$ cat config.mk
export PLATFORM = sky130hd
export DESIGN_NAME = mgt_link_monitor
export DESIGN_NICKNAME = d
export VERILOG_FILES = /design/src/rtl/mgt_link_monitor_pkg.sv /design/src/rtl/mgt_link_monitor_lane_qualifier.sv /design/src/rtl/mgt_link_monitor.sv
export SDC_FILE = /design/constraint.sdc
export NUM_CORES = 1
export LEC_CHECK = 0
export CORE_ASPECT_RATIO = 1.2
export CORE_MARGIN = 10
export CORE_UTILIZATION = 40
export DETAILED_ROUTE_END_ITERATION = 8
export PLACE_DENSITY = 0.69
export SLEW_MARGIN = 15
export SYNTH_ARGS = -nofsm -noshare
export SYNTH_HDL_FRONTEND = slang
export SYNTH_SLANG_ARGS = --single-unit
$ cat constraint.sdc
create_clock -name sysClk -period 2 [get_ports sysClk]
set_input_delay 0.4 -clock sysClk [delete_from_list [all_inputs] [get_ports sysClk]]
set_output_delay 0.4 -clock sysClk [all_outputs]
set_load 0.005 [all_outputs]
$ cat src/rtl/mgt_link_monitor_pkg.sv
// Shared definitions for the transceiver link monitor: lane FSM encoding and
// the field layout of the counter readout word.
package mgt_link_monitor_pkg;

    typedef enum logic [1:0] {
        LANE_DOWN = 2'd0,
        LANE_QUAL = 2'd1,
        LANE_UP   = 2'd2
    } lane_state_e;

    // Readout word is {dropCount, errCount}; field index times CNT_WIDTH gives the LSB.
    localparam int CSR_ERR_FIELD  = 0;
    localparam int CSR_DROP_FIELD = 1;
    localparam int CSR_FIELDS     = 2;

endpackage

$ cat src/rtl/mgt_link_monitor_lane_qualifier.sv
// One monitored lane: link-up synchronizer, DOWN/QUAL/UP qualification FSM,
// and saturating drop/error counters with a synchronous clear.
module mgt_lane_qualifier
    import mgt_link_monitor_pkg::*;
#(
    parameter int CNT_WIDTH   = 16,
    parameter int QUAL_CYCLES = 1024
) (
    input  logic                 clk,
    input  logic                 rst_n,
    input  logic                 lane_up_async,
    input  logic                 err_strobe,
    input  logic                 clear,
    output logic                 stable,
    output logic [CNT_WIDTH-1:0] drop_count,
    output logic [CNT_WIDTH-1:0] err_count
);

    localparam int QW = (QUAL_CYCLES > 1) ? $clog2(QUAL_CYCLES) : 1;
    localparam logic [QW-1:0] QUAL_LAST = QW'(QUAL_CYCLES - 1);

    function automatic logic [CNT_WIDTH-1:0] sat_inc(input logic [CNT_WIDTH-1:0] v,
                                                     input logic inc);
        if (!inc || (&v))
            return v;
        return v + 1'b1;
    endfunction

    logic          sync_meta;
    logic          lane_up_s;
    lane_state_e   state_q, state_d;
    logic [QW-1:0] qual_q, qual_d;
    logic          drop_evt;
    logic          err_evt;

    always_ff @(posedge clk or negedge rst_n) begin
        if (!rst_n) begin
            sync_meta <= 1'b0;
            lane_up_s <= 1'b0;
        end else begin
            sync_meta <= lane_up_async;
            lane_up_s <= sync_meta;
        end
    end

    always_ff @(posedge clk or negedge rst_n) begin
        if (!rst_n) begin
            state_q <= LANE_DOWN;
            qual_q  <= '0;
            stable  <= 1'b0;
        end else begin
            state_q <= state_d;
            qual_q  <= qual_d;
            stable  <= (state_d == LANE_UP);
        end
    end

    always_comb begin
        state_d  = state_q;
        qual_d   = qual_q;
        drop_evt = 1'b0;
        case (state_q)
            LANE_DOWN: begin
                qual_d = '0;
                if (lane_up_s)
                    state_d = LANE_QUAL;
            end
            LANE_QUAL: begin
                if (!lane_up_s) begin
                    state_d = LANE_DOWN;
                    qual_d  = '0;
                end else if (qual_q == QUAL_LAST) begin
                    state_d = LANE_UP;
                    qual_d  = '0;
                end else begin
                    qual_d = qual_q + 1'b1;
                end
            end
            LANE_UP: begin
                if (!lane_up_s) begin
                    state_d  = LANE_DOWN;
                    drop_evt = 1'b1;
                end
            end
            default: state_d = LANE_DOWN;
        endcase
    end

    assign err_evt = err_strobe && (state_q == LANE_UP);

    // A clear that coincides with an event leaves the count at one, not zero.
    always_ff @(posedge clk or negedge rst_n) begin
        if (!rst_n) begin
            drop_count <= '0;
            err_count  <= '0;
        end else if (clear) begin
            drop_count <= CNT_WIDTH'(drop_evt);
            err_count  <= CNT_WIDTH'(err_evt);
        end else begin
            drop_count <= sat_inc(drop_count, drop_evt);
            err_count  <= sat_inc(err_count, err_evt);
        end
    end

endmodule

$ cat src/rtl/mgt_link_monitor.sv
// Multi-lane transceiver link monitor: per-lane qualifiers plus the CSR
// readout mux, clear fan-out and aggregate status LED.
module mgt_link_monitor
    import mgt_link_monitor_pkg::*;
#(
    parameter int NLANES      = 8,
    parameter int CNT_WIDTH   = 16,
    parameter int QUAL_CYCLES = 1024,
    parameter int BLINK_LOG2  = 24
) (
    input  logic                            sysClk,
    input  logic                            sysReset_n,
    input  logic [NLANES-1:0]               laneUpAsync,
    input  logic [NLANES-1:0]               laneErrStrobe,
    input  logic [3:0]                      csrLaneSel,
    input  logic                            csrClear,
    input  logic [NLANES-1:0]               csrClearMask,
    output logic [CSR_FIELDS*CNT_WIDTH-1:0] csrData,
    output logic [NLANES-1:0]               laneStable,
    output logic                            statusLED
);

    logic [NLANES-1:0]               lane_clear;
    logic [CNT_WIDTH-1:0]            drop_cnt [NLANES];
    logic [CNT_WIDTH-1:0]            err_cnt  [NLANES];
    logic [CSR_FIELDS*CNT_WIDTH-1:0] csr_sel;
    logic [BLINK_LOG2:0]             blink_q;
    logic                            led_d;

    assign lane_clear = {NLANES{csrClear}} & csrClearMask;

    for (genvar i = 0; i < NLANES; i++) begin : g_lane
        mgt_lane_qualifier #(
            .CNT_WIDTH   (CNT_WIDTH),
            .QUAL_CYCLES (QUAL_CYCLES)
        ) u_lane (
            .clk           (sysClk),
            .rst_n         (sysReset_n),
            .lane_up_async (laneUpAsync[i]),
            .err_strobe    (laneErrStrobe[i]),
            .clear         (lane_clear[i]),
            .stable        (laneStable[i]),
            .drop_count    (drop_cnt[i]),
            .err_count     (err_cnt[i])
        );
    end

    // Unmatched selects (>= NLANES) fall through to the all-zero default.
    always_comb begin
        csr_sel = '0;
        for (int i = 0; i < NLANES; i++) begin
            if (csrLaneSel == 4'(i)) begin
                csr_sel[CSR_DROP_FIELD*CNT_WIDTH +: CNT_WIDTH] = drop_cnt[i];
                csr_sel[CSR_ERR_FIELD*CNT_WIDTH +: CNT_WIDTH]  = err_cnt[i];
            end
        end
    end

    always_comb begin
        led_d = 1'b0;
        if (&laneStable)
            led_d = 1'b1;
        else if (|laneStable)
            led_d = blink_q[BLINK_LOG2];
    end

    always_ff @(posedge sysClk or negedge sysReset_n) begin
        if (!sysReset_n) begin
            csrData   <= '0;
            statusLED <= 1'b0;
            blink_q   <= '0;
        end else begin
            csrData   <= csr_sel;
            statusLED <= led_d;
            blink_q   <= blink_q + 1'b1;
        end
    end

endmodule

==> impl_metrics.yaml <==
placed_design:
  numPortBuffers: 71
  dp.cells: 3396
  gp_congestion: 1.02
  dp_hpwl_um: 53800
global_route:
  use_met1_pct: 25.7
  grt-busiest-layer: "met2"
  met2_usage_pct: 33.6
  grt_pass1_vias: 19952
  grt-ovfl-total: 0
  grt_pass1_wl_um: 111000
  grt_max_degree: 79
  grt_util_all_layers_pct: 20.4
  antenna_found_initial: 2
  gr-usage-met3_pct: 3.43
finish:
  antenna_cells: 0
  instances_no_fill: 3482
  nets: 2772
  synthToLayoutAreaGrowth_pct: 22.3
  n_fill_cell: 5188
  drive_gt1_share_pct: 16.3
logic_synthesis:
  synth.top_cells.by_count: "dfrtp_1 (434), nor2_1 (281), nand2_1 (221)"
  synth-seq-cells: 434
  avgSynthCellArea_um2: 9.49
  netlist_instances: 2434
  synth_enable_flop_cells: 0
  synth_flop_cell: "dfrtp_1"
  yosysTopAreaCellShare_pct: 47.0
  synth_nets: 2490
  netlist-cell-type-count: 69
  syn_area_mm2: 0.0231
  async_reset_ff_share_pct: 100
  seq_area_frac_synth_pct: 47.0
  synthTopCellsByArea: "dfrtp_1 (47%), xnor2_1 (4.7%), nor2_1 (4.6%)"
  yosys_warnings: 0
  synth_top_cell_by_area: "dfrtp_1"
  synth_most_common_cell: "dfrtp_1"
pwr:
  power-per-cell-area_mw_per_mm2: 662
  peakVddDrop_uv: 632
  p_leak_nw: 12.1
route:
  drt_iter0_markers: 2108
  vias: 20438
  postRouteAntennaNets: 0
  drc: 0
  first_pass_iters: 9
  avgViaCountPerCell: 5.87
  routed_wl_um: 70400
  routedWlPerCell_um: 20.2
worst_setup_path:
  worstPathArrival_ns: 2.46
  cp_cell_sequence: "or3b_4, or4_4, nor4b_4, xnor2_1, nor2_1"
  critPathRequiredTime_ns: 2.48
  critPathCaptureType: "register"
  rr_worst_depth: 5
  cp-start-kind: "register"
  crit_fanout: 6
  path_class: "reg -> reg"
  slowest_delay_ns: 0.62
  slowest_stage: "or4_4"
sta:
  fin_crit_sh_pct: 99.1
  maxSlewHeadroom_pct: 30.5
  tns_ns: 0
  tightest_slew_ns: 1.04
  grt_setup_unrepaired: "true"
  finalHoldViolCount: 0
  finalSetupViolations: 0
  clock_skew_ns: 0.0152
  max_freq_ghz: 0.505
  slew_viol_final: 0
  fin_crit_ns: 1.98
floorplan:
  core_area_mm2: 0.0572
  start_util_pct: 40.4
  die_y_um: 283
  rows: 96
  ios: 72
  die_area_mm2: 0.0678
  die_width_um: 239
run:
  cap_viol_max_count: 0
clocking:
  ctsHtreeMaxLevel: 2
  cts_tree: "done"
  cts.sinks: 434
  path_clk_slew_ns: 0.06
  clockBufferDepth: 3
  cts_root_buf: "clkbuf_16"
  cts_made_buffers: 47
  clk_latency_ns: 0.58
min_path:
  min_path_cells: 1
  hold_path_class: "in -> reg"
run_status:
  outcome: "finished clean"
placed cells by master, fill, tap and decap left out, drive strengths merged, types with 14 or more instances in the layout:
cell type	synthesis	final
ha	25	25
xnor2	123	123
mux2	33	33
a211oi	53	53
inv	31	31
nand2	221	221
a21oi	94	94
o21ai	101	101
or3	28	28
a222oi	25	25
a31oi	36	36
nor4b	17	17
nor2b	29	29
o211ai	19	19
dfrtp	434	434
clkbuf	97	68
and4	21	21
nor2	281	281
nand4	83	83
mux2i	37	37
xor2	59	59
and3	44	44
nor3	86	86
and2	27	27
mux4	14	14
o31ai	16	16
nor3b	19	19
clkdlybuf4s50	0	66
a22o	32	32
buf	21	282
nor4	38	38
nand3	149	149
registers in the layout, indices dropped and copies added (netlist names):
signal                    count
blink_q                      25
csrData                      32
g_lane.u_lane.drop_count    128
g_lane.u_lane.err_count     128
g_lane.u_lane.lane_up_s       8
g_lane.u_lane.qual_q         80
g_lane.u_lane.stable          8
g_lane.u_lane.state_q        16
g_lane.u_lane.sync_meta       8
statusLED                     1
kinds of logic (layout without fill, tap and decap cells):
group / after synthesis / in the layout / synth area share, %
AND/OR/NAND/NOR: 1111 / 1111 / 24.5
AO/OA/AOI/OAI: 448 / 448 / 13.0
flip-flops: 434 / 434 / 47.0
multiplexers: 84 / 84 / 4.58
XOR/XNOR: 182 / 182 / 6.90
adder cells (fa/ha/maj): 25 / 25 / 1.35
buffers and inverters: 150 / 463 / 2.60
per-stage QoR:
step	setup WS, ns	util [%]	instance area, um2	power, W	hold slack, ns
2_1_floorplan	-0.105	-	23100	0.00936	0.104
3_3_place_gp	-0.226	46.4	26500	0.00990	0.304
3_5_place_dp	-0.275	46.4	26500	0.00993	0.303
4_1_cts	-0.0112	49.2	28100	0.0189	0.233
5_1_grt	-0.0636	49.4	28200	0.0193	0.244
6_report	0.0189	49.4	28200	0.0187	0.262
routing by layer:
metal	routed length (um)	part of all wire, %	vias to the layer above
met5	0	0	-
met4	3170	4.5	0
met3	4510	6.4	152
met2	33600	48	682
met1	29100	41	10122
li1	-	-	9482
worst paths after layout:
| path | from | endpoint | slack (ns) |
|---|---|---|---|
| max | g_lane[7].u_lane.state_q[0] | g_lane[7].u_lane.drop_count[11] | 0.02 |
| min | laneUpAsync[6] | g_lane[6].u_lane.sync_meta | 0.26 |
| max reg2reg | g_lane[7].u_lane.state_q[0] | g_lane[7].u_lane.drop_count[11] | 0.02 |
| min reg2reg | g_lane[6].u_lane.sync_meta | g_lane[6].u_lane.lane_up_s | 0.35 |
| max in group asynchronous | sysReset_n | g_lane[1].u_lane.sync_meta | 0.94 |
| min in group asynchronous | sysReset_n | g_lane[5].u_lane.qual_q[9] | 0.30 |
power breakdown:
| part | internal, W | leakage, nW | switching (W) |
|---|---|---|---|
| registers | 0.00884 | 5.96 | 0.0000617 |
| clock network | 0.00530 | 0.768 | 0.00363 |
| logic | 0.000327 | 5.35 | 0.000543 |
cell type report:
cell class | instances | area [um2] | share of cell area (%)
Tap cell | 735 | 920 | 3.26
Clock buffer | 68 | 1390 | 4.91
Inverter | 32 | 120 | 0.425
Clock inverter | 12 | 164 | 0.580
Timing Repair Buffer | 351 | 3040 | 10.8
Sequential cell | 434 | 10900 | 38.5
Multi-Input combinational cell | 1850 | 11700 | 41.6
repair_timing:
item                                    in CTS  in global routing
pin swaps                                    3                  4
gates resized for setup                     13                 17
endpoints found under the hold margin       38                  0
hold buffers                                 1                  0
endpoints found under the setup margin      13                 32
setup buffers                                2                  3
worst max-delay path: cells and delay by family, from the launching register on:
family | cells | cell delay [ns]
DFF | 1 | 0.38
xor gates and xnor gates | 1 | 0.14
and+or+nand+nor | 4 | 1.37
(Power assumes the default switching activity.)
